===== config.mk =====
export PLATFORM = sky130hd
export DESIGN_NAME = ll_cmd_arbiter
export DESIGN_NICKNAME = d
export VERILOG_FILES = /design/src/rtl/ll_cmd_arbiter_pkg.sv /design/src/rtl/ll_cmd_arbiter_owner_fifo.sv /design/src/rtl/ll_cmd_arbiter.sv
export SDC_FILE = /design/constraint.sdc
export NUM_CORES = 1
export LEC_CHECK = 0
export BUFFER_PORTS_ARGS = -buffer_cell sky130_fd_sc_hd__buf_4
export CAP_MARGIN = 20
export CORE_UTILIZATION = 45
export CTS_BUF_LIST = sky130_fd_sc_hd__clkbuf_16
export DETAILED_ROUTE_END_ITERATION = 8
export PLACE_DENSITY_LB_ADDON = 0.2
export SYNTH_ARGS = -nofsm -noshare
export SYNTH_HDL_FRONTEND = slang
export SYNTH_SLANG_ARGS = --single-unit

===== constraint.sdc =====
create_clock -name clk_i -period 4.8 [get_ports clk_i]
set_input_delay 0.24 -clock clk_i [delete_from_list [all_inputs] [get_ports clk_i]]
set_output_delay 0.24 -clock clk_i [all_outputs]
set_load 0.03 [all_outputs]

===== src/rtl/ll_cmd_arbiter_pkg.sv =====
// Shared linked-list types for the command arbiter: field widths, opcode
// encoding and the packed command record held in the output register.
package ll_cmd_arbiter_pkg;

  localparam int LL_KEY_WIDTH      = 8;
  localparam int LL_HEAD_PTR_WIDTH = 6;

  typedef enum logic [1:0] {
    LL_OP_LOOKUP = 2'd0,
    LL_OP_INSERT = 2'd1,
    LL_OP_DELETE = 2'd2,
    LL_OP_NOP    = 2'd3
  } ll_opcode_e;

  typedef struct packed {
    logic [LL_KEY_WIDTH-1:0]      key;
    ll_opcode_e                   opcode;
    logic [LL_HEAD_PTR_WIDTH-1:0] head_ptr;
    logic                         head_ptr_val;
  } ll_cmd_t;

endpackage


===== src/rtl/ll_cmd_arbiter_owner_fifo.sv =====
// In-order FIFO of requester indices: one entry per command in flight, the
// head names the requester that owns the next result from the linked list.
module ll_owner_fifo #(
  parameter  int DEPTH  = 4,
  parameter  int DATA_W = 2,
  localparam int PTR_W  = $clog2(DEPTH),
  localparam int CNT_W  = $clog2(DEPTH + 1)
) (
  input  logic              clk_i,
  input  logic              rst_n_i,
  input  logic              push_i,
  input  logic [DATA_W-1:0] data_i,
  input  logic              pop_i,
  output logic [DATA_W-1:0] data_o,
  output logic [CNT_W-1:0]  count_o,
  output logic              full_o,
  output logic              empty_o
);

  logic [DATA_W-1:0] mem_q [DEPTH];
  logic [PTR_W-1:0]  wr_q;
  logic [PTR_W-1:0]  rd_q;
  logic [CNT_W-1:0]  cnt_q;
  logic [CNT_W-1:0]  cnt_d;
  logic              push_s;
  logic              pop_s;

  assign full_o  = (cnt_q == CNT_W'(DEPTH));
  assign empty_o = (cnt_q == {CNT_W{1'b0}});
  assign push_s  = push_i & ~full_o;
  assign pop_s   = pop_i & ~empty_o;
  assign data_o  = mem_q[rd_q];
  assign count_o = cnt_q;

  // Occupancy next state; simultaneous push and pop leave it unchanged.
  always_comb begin
    cnt_d = cnt_q;
    case ({push_s, pop_s})
      2'b10:   cnt_d = cnt_q + CNT_W'(1);
      2'b01:   cnt_d = cnt_q - CNT_W'(1);
      default: cnt_d = cnt_q;
    endcase
  end

  // Storage, pointers and count; DEPTH is a power of two so pointers wrap.
  always_ff @(posedge clk_i) begin
    if (!rst_n_i) begin
      for (int i = 0; i < DEPTH; i++) begin
        mem_q[i] <= {DATA_W{1'b0}};
      end
      wr_q  <= {PTR_W{1'b0}};
      rd_q  <= {PTR_W{1'b0}};
      cnt_q <= {CNT_W{1'b0}};
    end else begin
      if (push_s) begin
        mem_q[wr_q] <= data_i;
        wr_q        <= wr_q + PTR_W'(1);
      end
      if (pop_s) begin
        rd_q <= rd_q + PTR_W'(1);
      end
      cnt_q <= cnt_d;
    end
  end

endmodule


===== src/rtl/ll_cmd_arbiter.sv =====
// Round-robin sharing of one linked-list command port among N_REQ requesters,
// with in-order owner tracking to route results and head-table writes back.
module ll_cmd_arbiter
  import ll_cmd_arbiter_pkg::*;
#(
  parameter  int N_REQ     = 4,
  parameter  int OWN_DEPTH = 4,
  localparam int IDX_W     = $clog2(N_REQ),
  localparam int CNT_W     = $clog2(OWN_DEPTH + 1)
) (
  input  logic                                    clk_i,
  input  logic                                    rst_n_i,
  input  logic [N_REQ-1:0]                        req_valid_i,
  output logic [N_REQ-1:0]                        req_ready_o,
  input  logic [N_REQ-1:0][LL_KEY_WIDTH-1:0]      req_key_i,
  input  logic [N_REQ-1:0][1:0]                   req_opcode_i,
  input  logic [N_REQ-1:0][LL_HEAD_PTR_WIDTH-1:0] req_head_ptr_i,
  input  logic [N_REQ-1:0]                        req_head_ptr_val_i,
  output logic                                    ll_cmd_valid_o,
  input  logic                                    ll_cmd_ready_i,
  output logic [LL_KEY_WIDTH-1:0]                 ll_cmd_key_o,
  output logic [1:0]                              ll_cmd_opcode_o,
  output logic [LL_HEAD_PTR_WIDTH-1:0]            ll_cmd_head_ptr_o,
  output logic                                    ll_cmd_head_ptr_val_o,
  input  logic                                    ll_res_valid_i,
  output logic                                    ll_res_ready_o,
  input  logic [LL_KEY_WIDTH-1:0]                 ll_res_key_i,
  input  logic [1:0]                              ll_res_opcode_i,
  input  logic [2:0]                              ll_res_rescode_i,
  input  logic [2:0]                              ll_res_chain_state_i,
  input  logic                                    ll_ht_wr_en_i,
  input  logic [LL_HEAD_PTR_WIDTH-1:0]            ll_ht_wr_data_ptr_i,
  input  logic                                    ll_ht_wr_data_ptr_val_i,
  output logic [N_REQ-1:0]                        rsp_valid_o,
  input  logic [N_REQ-1:0]                        rsp_ready_i,
  output logic [LL_KEY_WIDTH-1:0]                 rsp_key_o,
  output logic [1:0]                              rsp_opcode_o,
  output logic [2:0]                              rsp_rescode_o,
  output logic [2:0]                              rsp_chain_state_o,
  output logic [N_REQ-1:0]                        rsp_ht_wr_en_o,
  output logic [LL_HEAD_PTR_WIDTH-1:0]            rsp_ht_ptr_o,
  output logic                                    rsp_ht_ptr_val_o,
  output logic [CNT_W-1:0]                        outstanding_o,
  output logic                                    err_o
);

  ll_cmd_t          cmd_q, cmd_d;
  logic             ovalid_q, ovalid_d;
  logic [IDX_W-1:0] last_q, last_d;
  logic             err_q, err_d;
  logic [IDX_W-1:0] grant_idx_s;
  logic             grant_found_s;
  logic             load_s;
  logic             pop_s;
  logic [IDX_W-1:0] head_s;
  logic             fifo_full_s;
  logic             fifo_empty_s;

  // Round-robin search beginning just after the last granted requester.
  always_comb begin
    int cand;
    logic [IDX_W-1:0] cand_idx;
    cand          = 0;
    cand_idx      = {IDX_W{1'b0}};
    grant_found_s = 1'b0;
    grant_idx_s   = {IDX_W{1'b0}};
    for (int i = 0; i < N_REQ; i++) begin
      cand     = (int'(last_q) + 1 + i) % N_REQ;
      cand_idx = IDX_W'(cand);
      if (!grant_found_s && req_valid_i[cand_idx]) begin
        grant_found_s = 1'b1;
        grant_idx_s   = cand_idx;
      end else begin
        grant_found_s = grant_found_s;
      end
    end
  end

  // Full FIFO blocks the load outright so result handshakes never reach req_ready_o.
  assign load_s = (~ovalid_q | ll_cmd_ready_i) & ~fifo_full_s & grant_found_s;

  // Grant strobe and output-register next state.
  always_comb begin
    req_ready_o = {N_REQ{1'b0}};
    cmd_d       = cmd_q;
    ovalid_d    = ovalid_q;
    last_d      = last_q;
    if (load_s) begin
      req_ready_o[grant_idx_s] = 1'b1;
      cmd_d.key                = req_key_i[grant_idx_s];
      cmd_d.opcode             = ll_opcode_e'(req_opcode_i[grant_idx_s]);
      cmd_d.head_ptr           = req_head_ptr_i[grant_idx_s];
      cmd_d.head_ptr_val       = req_head_ptr_val_i[grant_idx_s];
      ovalid_d                 = 1'b1;
      last_d                   = grant_idx_s;
    end else if (ll_cmd_ready_i) begin
      ovalid_d = 1'b0;
    end else begin
      ovalid_d = ovalid_q;
    end
  end

  // Result and head-table routing to the owner at the FIFO head.
  always_comb begin
    rsp_valid_o    = {N_REQ{1'b0}};
    rsp_ht_wr_en_o = {N_REQ{1'b0}};
    ll_res_ready_o = 1'b0;
    if (fifo_empty_s) begin
      ll_res_ready_o = ll_res_valid_i;
    end else begin
      rsp_valid_o[head_s]    = ll_res_valid_i;
      rsp_ht_wr_en_o[head_s] = ll_ht_wr_en_i;
      ll_res_ready_o         = rsp_ready_i[head_s];
    end
  end

  assign pop_s = ll_res_valid_i & ll_res_ready_o & ~fifo_empty_s;
  assign err_d = err_q | (fifo_empty_s & (ll_res_valid_i | ll_ht_wr_en_i));

  // Output register, round-robin pointer and sticky error.
  always_ff @(posedge clk_i) begin
    if (!rst_n_i) begin
      cmd_q    <= '0;
      ovalid_q <= 1'b0;
      last_q   <= IDX_W'(N_REQ - 1);
      err_q    <= 1'b0;
    end else begin
      cmd_q    <= cmd_d;
      ovalid_q <= ovalid_d;
      last_q   <= last_d;
      err_q    <= err_d;
    end
  end

  ll_owner_fifo #(
    .DEPTH  (OWN_DEPTH),
    .DATA_W (IDX_W)
  ) u_owner_fifo (
    .clk_i   (clk_i),
    .rst_n_i (rst_n_i),
    .push_i  (load_s),
    .data_i  (grant_idx_s),
    .pop_i   (pop_s),
    .data_o  (head_s),
    .count_o (outstanding_o),
    .full_o  (fifo_full_s),
    .empty_o (fifo_empty_s)
  );

  assign ll_cmd_valid_o        = ovalid_q;
  assign ll_cmd_key_o          = cmd_q.key;
  assign ll_cmd_opcode_o       = cmd_q.opcode;
  assign ll_cmd_head_ptr_o     = cmd_q.head_ptr;
  assign ll_cmd_head_ptr_val_o = cmd_q.head_ptr_val;
  assign rsp_key_o             = ll_res_key_i;
  assign rsp_opcode_o          = ll_res_opcode_i;
  assign rsp_rescode_o         = ll_res_rescode_i;
  assign rsp_chain_state_o     = ll_res_chain_state_i;
  assign rsp_ht_ptr_o          = ll_ht_wr_data_ptr_i;
  assign rsp_ht_ptr_val_o      = ll_ht_wr_data_ptr_val_i;
  assign err_o                 = err_q;

endmodule


Yosys cells after proc, flatten, opt, wreduce, memory -nomap -nowiden

Memories as Yosys holds them, arrays and structs flattened. A register that Yosys moved wholly into a read port is not among the register bits.
Index checks and enable logic that the tools add are counted.

Flip-flop bits (word level): 28
RAM bits: 8
Bits of input ports: 104
Output and inout port bits: 58
Memories: 1

Add/subtract/negate cells: 8
$lt $le $gt $ge: 8
Equality and inequality tests: 3
Mux-type cells: 46
Bitwise gates (word level): 15
Reductions and logical operators: 12

Memory list:

| name               | words | bits a word | read ports | clocked after Yosys merged registers in | write ports | RTL line                        | text |
|---|---|---|---|---|---|---|---|
| u_owner_fifo.mem_q | 4     | 2           | 1          | 1                                       | 4           | ll_cmd_arbiter_owner_fifo.sv:20 | `logic [DATA_W-1:0] mem_q [DEPTH];` |

Operators with widths:

| cell                | count |
|---|---|
| $mux 1              | 20 |
| $lt 2x3->1 const B  | 6 |
| $mux 2              | 9 |
| $bmux 8 s2          | 1 |
| $bmux 1 s2          | 6 |
| $bmux 6 s2          | 1 |
| $mux 4              | 3 |
| $and 4x4->4         | 2 |
| $mux 8              | 1 |
| $and 1x1->1         | 7 |
| $add 2x1->2 const B | 3 |
| $add 2x2->2 const B | 3 |
| $mux 6              | 1 |
| $pmux 3 s2          | 1 |
| $logic_and 1x1->1   | 5 |
| $bmux 2 s2          | 1 |
| $demux 1 s2         | 2 |
| $ge 2x1->1 const B  | 2 |
| $reduce_bool 2->1   | 2 |
| $add 3x1->3 const B | 1 |
| $eq 3x3->1 const B  | 1 |
| $logic_not 1->1     | 3 |
| $logic_not 3->1     | 1 |
| $not 1->1           | 3 |
| other kinds (5)     | 7 |

Depth between registers and ports, before layout

Gate-level depths: netlist (run 1).

Depth in word-level cells: 20
Depth in mapped cells: 11

Modules after synthesis

Synthesis (run 1) repeated with hierarchy kept, for this count alone.

Cell total of the unflattened synthesis: 305
Area total of the unflattened synthesis: 2568.7 um^2

Modules (own cells, without submodules):

| module         | times used | cells each | area each (um^2) |
|---|---|---|---|
| ll_cmd_arbiter | 1          | 233        | 1780.5 |
| ll_owner_fifo  | 1          | 72         | 788.3 |

Worst setup path after synthesis (run 1)

OpenSTA, ideal clock, no wires.

Path kind: reg-to-reg
Start point: register (tool-made name)
End point: register u_owner_fifo.cnt_q[2], in the netlist u_owner_fifo.count_o[2]
Data arrival time: 2.723 ns
Data required time: 4.724 ns
Slack: 2.001 ns
Cell stages (with the launch flop): 10
Path buffers: 0
Period minus slack after synthesis: 2.799 ns
Cell sequence: dfxtp_1 mux4_2 or3b_4 o22ai_2 ha_1 inv_1 fa_1 xor2_1 or3_1 a21boi_0

RTL lines:

| element              | RTL line                        | text |
|---|---|---|
| to (signal assigned) | ll_cmd_arbiter_owner_fifo.sv:53 | `cnt_q <= {CNT_W{1'b0}};` |
| to (signal assigned) | ll_cmd_arbiter_owner_fifo.sv:62 | `cnt_q <= cnt_d;` |
| to (decl)            | ll_cmd_arbiter_owner_fifo.sv:23 | `logic [CNT_W-1:0] cnt_q;` |

==> results of run 1 <==
[cell families after synthesis]
| family | Yosys count |
|---|---|
| muxes | 43 |
| and+or+nand+nor | 76 |
| xor gates and xnor gates | 5 |
| buffers and inverters | 44 |
| AOI/OAI and AO/OA | 37 |
| DFF | 38 |
| adders and majority gates | 2 |
[routing by layer]
metal | vias up | wire length, µm | GRT usage [%] | part of all wire (%)
li1 | 1040 | - | - | -
met1 | 1007 | 2251 | 24.07 | 38
met2 | 88 | 3045 | 37.72 | 52
met3 | 16 | 453 | 7.270 | 7.7
met4 | 0 | 114 | 9.188 | 1.9
met5 | - | 0 | 0 | 0
[power by group]
group	internal (mW)	leakage, nW	switching (mW)	total, mW
sequential	0.408	0.333	0.0598	0.468
combinational	0.308	1.08	0.405	0.714
clock	0.243	0.0836	0.129	0.372
total	0.960	1.49	0.594	1.55
[state kept, by name, summed over array words and instances, names as in the netlist, named ones only]
| signal | count |
|---|---|
| ll_cmd_head_ptr_val_o | 1 |
| u_owner_fifo.mem_q | 8 |
| err_o | 1 |
| last_q | 2 |
| ll_cmd_head_ptr_o | 6 |
| u_owner_fifo.wr_q | 2 |
| ll_cmd_key_o | 8 |
| u_owner_fifo.count_o | 3 |
| ll_cmd_opcode_o | 2 |
| ll_cmd_valid_o | 1 |
| u_owner_fifo.rd_q | 2 |
[cells in the final DEF (no fill, tap or decap), types with 8 or more instances in the layout]
master    instances
nor2_1           15
dfxtp_1          30
edfxtp_1          8
mux2i_1          39
buf_4           117
nand2_1          11
nand3_1          20
o221ai_1         17
[area by class of cell]
class	count	area, µm²
clock buffers	5	125.1
multi-input cells	163	1240
well taps	67	83.83
fillers	414	1618
repair buffers	117	878.3
clock inverters	3	40.04
flip-flops and latches	38	840.8
inverters	6	22.52
[worst max path at each step]
stage                         from                 endpoint  slack (ns)  cells past startpoint
final                     register  u_owner_fifo.count_o[2]        1.76                      9
after global routing      register  u_owner_fifo.count_o[2]        1.58                      9
after CTS                 register  u_owner_fifo.count_o[2]        1.78                      9
after detailed placement  register  u_owner_fifo.count_o[2]        1.83                      9
after global placement    register  u_owner_fifo.count_o[2]        1.92                      9
after floorplan           register  u_owner_fifo.count_o[2]        2.00                      9
[metrics by stage]
stage | std cells | hold slack (ns) | setup slack [ns]
finish | 399 | 0.2611 | 1.760
global route | 399 | 0.2700 | 1.577
CTS | 399 | 0.2636 | 1.781
detailed placement | 391 | 0.4593 | 1.834
global placement | 391 | 0.4524 | 1.916
floorplan | 245 | 0.4459 | 2.001
[synthesized netlist by cell type, drive strengths merged, types with 2 or more instances]
cell and instances:
a21oi 2, nand3 20, or3 2, and2 6, o21ai 6, xnor2 2
nand3b 2, nor2 15, o21a 3, xor2 3, nand2b 5, nor4b 2
mux2i 39, dfxtp 30, edfxtp 8, mux2 2, nand2 11, inv 6
clkbuf 9, mux4 2, buf 29, or2 3, o221ai 18, nor2b 6
[tightest hold or removal path, cell delays in order]
cell	delay [ns]
buf_4	0.07
mux2i_1	0.05
o221ai_1	0.14
==> flow_metrics.tcl, run 1 <==
set metrics [dict create \
    tns_ns 0 \
    synthSimpleGateAreaFrac_pct 17.19 \
    synth-xor-area-share_pct 1.886 \
    rsz0062_at_grt "false" \
    portBuffers 115 \
    grt_first_pass_wirelength_um 8976 \
    postCtsHoldBufs 0 \
    clockBufferDepth 2 \
    post-route-drc-count 0 \
    gp_congestion 0.7895 \
    ys_warn_count 0 \
    floorplan.initialDensity_pct 47.90 \
    ff2ff_setup_slack_ns 1.76 \
    period_share_pct 63.33 \
    synth_top_family_by_area "multiplexers" \
    synth_top_cells_by_area "dfxtp_1, mux2i_1, edfxtp_1" \
    critPathRequiredTime_ns 5.00 \
    design_area_um2 3231 \
    syn_inst 245 \
    cts_root_buffer "clkbuf_16" \
    synth-seq-area-share_pct 36.21 \
    syn_to_final_growth_pct 39.12 \
    yosysTopAreaCell "dfxtp_1" \
    synth_edf_count 8 \
    vias 2151 \
    drv_cap 0 \
    layout_min_cycle_time_ns 3.040 \
    status "finished clean" \
    core_area_um2 4848 \
    io_pins 162 \
    slew_viol_final 0 \
    antenna_left 0 \
    cts_resized 0 \
    ys_seq_elements 38 \
    crit_buf_inv 1 \
    ys.flop_type "dfxtp_1" \
    diodes 0 \
    path_max_fanout 6 \
    cts_tree "built" \
    netlist.area_leader.share_pct 25.86 \
    end_kind "register" \
    synth_compound_gate_area_share_pct 12.28 \
    max_slew_margin_pct 51.37 \
    reg2reg_depth 9 \
    synth_cell_types 41 \
    fmax_mhz 329.0 \
    design_power_total_mw 1.554 \
    final_core_util_pct 66.63 \
    drt-total-wl_um 5865 \
    irDropWorstVdd_uv 229.0 \
    overflow 0 \
    worstHoldStart "req_head_ptr_i[3]" \
    grt_max_degree 38 \
    final_nets 437 \
    cts_sinks 38 \
    avgSynthCellArea_um2 9.478 \
    slowest_delay_ns 0.59 \
    clock_skew_ns 0.003460 \
    die-area_um2 5452 \
    slowest_stage "mux4_2" \
    hpwl_um 4367 \
    cp.arrival_ns 3.24 \
    hold_depth 3 \
    tightest_slew_ns 0.7239 \
    die_x_um 73.84 \
    placed_cell_area_um2 3065 \
    hold_class "in2reg" \
    num_rows 25 \
    async_flop_share_pct 0 \
    clock_latency_ns 0.28 \
    cts_setup_buffers 0 \
    crit_family "simple AND/OR/NAND/NOR gates" \
    timing.rr.end "u_owner_fifo.count_o[2]" \
    firstDrtPassIters 4 \
    holdPathEnd "ll_cmd_head_ptr_o[3]" \
    htree_levels 2 \
    synth_nets 351 \
    synth-adder-area-share_pct 1.401 \
    powerDensity_nw_per_um2 480.9 \
    setup_viol 0 \
    worstPathCellList "mux4_2 -> or3b_4 -> o22ai_2 -> ha_1 -> inv_1 -> fa_1 -> xor2_1 -> or3_1 -> a21boi_0" \
    cts_made_buffers 5 \
    viasPerCell 5.391 \
    grt_use_total_pct 21.70 \
    wl_per_cell_um 14.70 \
    chipHeight_um 73.84 \
    grt_pass1_vias 2020 \
    critPathKind "reg2reg" \
    drt_iter0_markers 73 \
    start_kind "register" \
    hold_violations 0 \
    power_leakage_nw 1.494 \
    syn_area_um2 2322 \
    layout-drive-gt1-share_pct 40.06 \
    clkTransAtPathRegs_ns 0.06 \
    antenna_found_initial 0 \
    synth_mux_area_share_pct 19.88 \
]
(Power assumes the default switching activity.)
==> inputs of run 2 (changes only) <==
CORE_UTILIZATION = 38   (was 45)
clock period = 2.59 ns   (was 4.8 ns; I/O delays follow)
==> run 2 against run 1 <==
Compared with the run above:
- the run now ends with setup timing left
- non-clock buffer count rose by 11
- global-route usage fell by 3.3 points
- worst setup slack lost 1.8 ns
- flip-flop and latch count unchanged
- via count fell by 0.74%
- count of clock-buffer cells in the layout did not move
- first-iteration DRC count down 32%
- clock skew rose by 0.0013 ns
- cell count is 4.8% higher
- wire length is 3.5% lower
- critical endpoint unchanged
- highest routed layer unchanged
==> flow_metrics.tcl, run 2 (synthesis results as in run 1) <==
set metrics [dict create \
    tightest_slew_ns 0.6893 \
    post-route-drc-count 0 \
    critPathRequiredTime_ns 2.80 \
    cts_tree "built" \
    p_sw_mw 1.107 \
    diodes 0 \
    rsz0062_at_grt "true" \
    cp.arrival_ns 2.85 \
    cts_sinks 38 \
    comb_power_share_pct 50.4 \
    period_share_pct 102.0 \
    clock_latency_ns 0.28 \
    holdPathEnd "ll_cmd_head_ptr_o[4]" \
    slowest_delay_ns 0.50 \
    layout_min_cycle_time_ns 2.642 \
    worstHoldStart "req_head_ptr_i[4]" \
    wl_per_cell_um 13.54 \
    timing.rr.end "u_owner_fifo.count_o[2]" \
    vias 2135 \
    hold_depth 3 \
    setup_slack_ns -0.05249 \
    critPathKind "reg2reg" \
    die_x_um 80.18 \
    ff2ff_setup_slack_ns -0.05 \
    crit_family "simple AND/OR/NAND/NOR gates" \
    final_nets 448 \
    clkPwrFrac_pct 19.8 \
    worstPathCellList "mux4_2 -> or3b_4 -> o22ai_4 -> ha_4 -> inv_2 -> fa_2 -> xor2_1 -> or3_1 -> a21boi_1" \
    drt-total-wl_um 5659 \
    antenna_left 0 \
    clockBufferDepth 2 \
    grt_first_pass_wirelength_um 9108 \
    io_pins 162 \
    grt_max_degree 38 \
    final_core_util_pct 56.21 \
    hold_class "in2reg" \
    grt_pass1_vias 2065 \
    mostFrequentLayoutCell "buf_4" \
    cts_root_buffer "clkbuf_16" \
    syn_to_final_growth_pct 43.32 \
    fmax_mhz 378.4 \
    switching_share_pct 38.58 \
    fin_hold_ws_ns 0.1623 \
    start_kind "register" \
    chipHeight_um 80.18 \
    tns_ns -0.05249 \
    firstDrtPassIters 4 \
    drv_cap 0 \
    grt_use_total_pct 18.43 \
    setup_viol 1 \
    drt_iter0_markers 50 \
    clkTransAtPathRegs_ns 0.06 \
    irDropWorstVdd_uv 594.6 \
    design_power_total_mw 2.869 \
    hpwl_um 4319 \
    htree_levels 2 \
    core_area_um2 5921 \
    gp_congestion 0.8039 \
    portBuffers 115 \
    violations "setup timing" \
    postCtsHoldBufs 0 \
    mostFrequentLayoutCells "buf_4, mux2i_1, dfxtp_1, nand3_1, o221ai_1" \
    reg2reg_depth 9 \
    floorplan.initialDensity_pct 39.22 \
    fillers 549 \
    die-area_um2 6428 \
    hold_violations 0 \
    end_kind "register" \
    slowest_stage "mux4_2" \
    path_max_fanout 2 \
    crit_buf_inv 1 \
    post-place-ws_ns -0.1688 \
    slew_viol_final 0 \
    num_rows 28 \
    clock_skew_ns 0.004718 \
    power_leakage_nw 1.538 \
    viasPerCell 5.108 \
    power.internal_mw 1.762 \
    antenna_found_initial 0 \
    overflow 0 \
    cts_made_buffers 5 \
    r2r_start "u_owner_fifo.mem_q[3][1]" \
    powerDensity_nw_per_um2 862.1 \
    seqPwrFrac_pct 29.8 \
    layout-drive-gt1-share_pct 42.86 \
    max_slew_margin_pct 53.69 \
    status "finished, violations left" \
]
-- run 2: cell type report --
| cell class | instances | area, µm² | share of cell area (%) |
|---|---|---|---|
| Clock buffer | 5 | 125.1 | 3.759 |
| Sequential cell | 38 | 842.1 | 25.30 |
| Multi-Input combinational cell | 163 | 1259 | 37.82 |
| Timing Repair Buffer | 128 | 973.4 | 29.25 |
| Tap cell | 75 | 93.84 | 2.820 |
| Clock inverter | 3 | 12.51 | 0.3759 |
| Inverter | 6 | 22.52 | 0.6767 |
-- run 2: what timing repair did --
action	4_1_cts	5_1_grt
pin swaps	2	1
hold endpoints to repair	0	0
resized for setup	2	1
setup endpoints to repair	2	2
setup buffers	1	0
-- run 2: worst min-delay path: stages --
cell	delay, ns
buf_4	0.08
mux2i_1	0.05
o221ai_1	0.15
-- run 2: layer usage --
metal | wire length, µm | track usage, % | up-vias
met3 | 510 | 6.250 | 10
met4 | 73 | 8.571 | 0
li1 | - | - | 1060
met1 | 2264 | 20.07 | 968
met5 | 0 | 0 | -
met2 | 2810 | 32.05 | 97
-- run 2: worst max-delay path by stage --
stage | startpoint | end | slack, ns | depth (start not counted)
finish | u_owner_fifo.mem_q[3][1] | u_owner_fifo.count_o[2] | -0.05 | 9
global route | u_owner_fifo.mem_q[3][1] | u_owner_fifo.count_o[2] | -0.20 | 9
CTS | u_owner_fifo.mem_q[3][1] | u_owner_fifo.count_o[2] | -0.09 | 9
detailed placement | u_owner_fifo.mem_q[3][1] | u_owner_fifo.count_o[2] | -0.17 | 9
global placement | register | u_owner_fifo.count_o[2] | -0.08 | 9
floorplan | register | u_owner_fifo.count_o[2] | -0.13 | 9
-- run 2: per-stage QoR --
step	instance area, µm²	cells
global route	3328	418
detailed placement	3177	409
floorplan	2336	245
CTS	3318	418
finish	3328	418
global placement	3177	409
-- run 2: power groups by stage --
stage	Combinational, mW	Sequential, mW	Clock, mW
2_1_floorplan	0.795	1.03	0
3_3_place_gp	1.42	0.855	0
3_5_place_dp	1.43	0.863	0
4_1_cts	1.44	0.855	0.575
5_1_grt	1.58	0.871	0.606
6_report	1.45	0.855	0.567
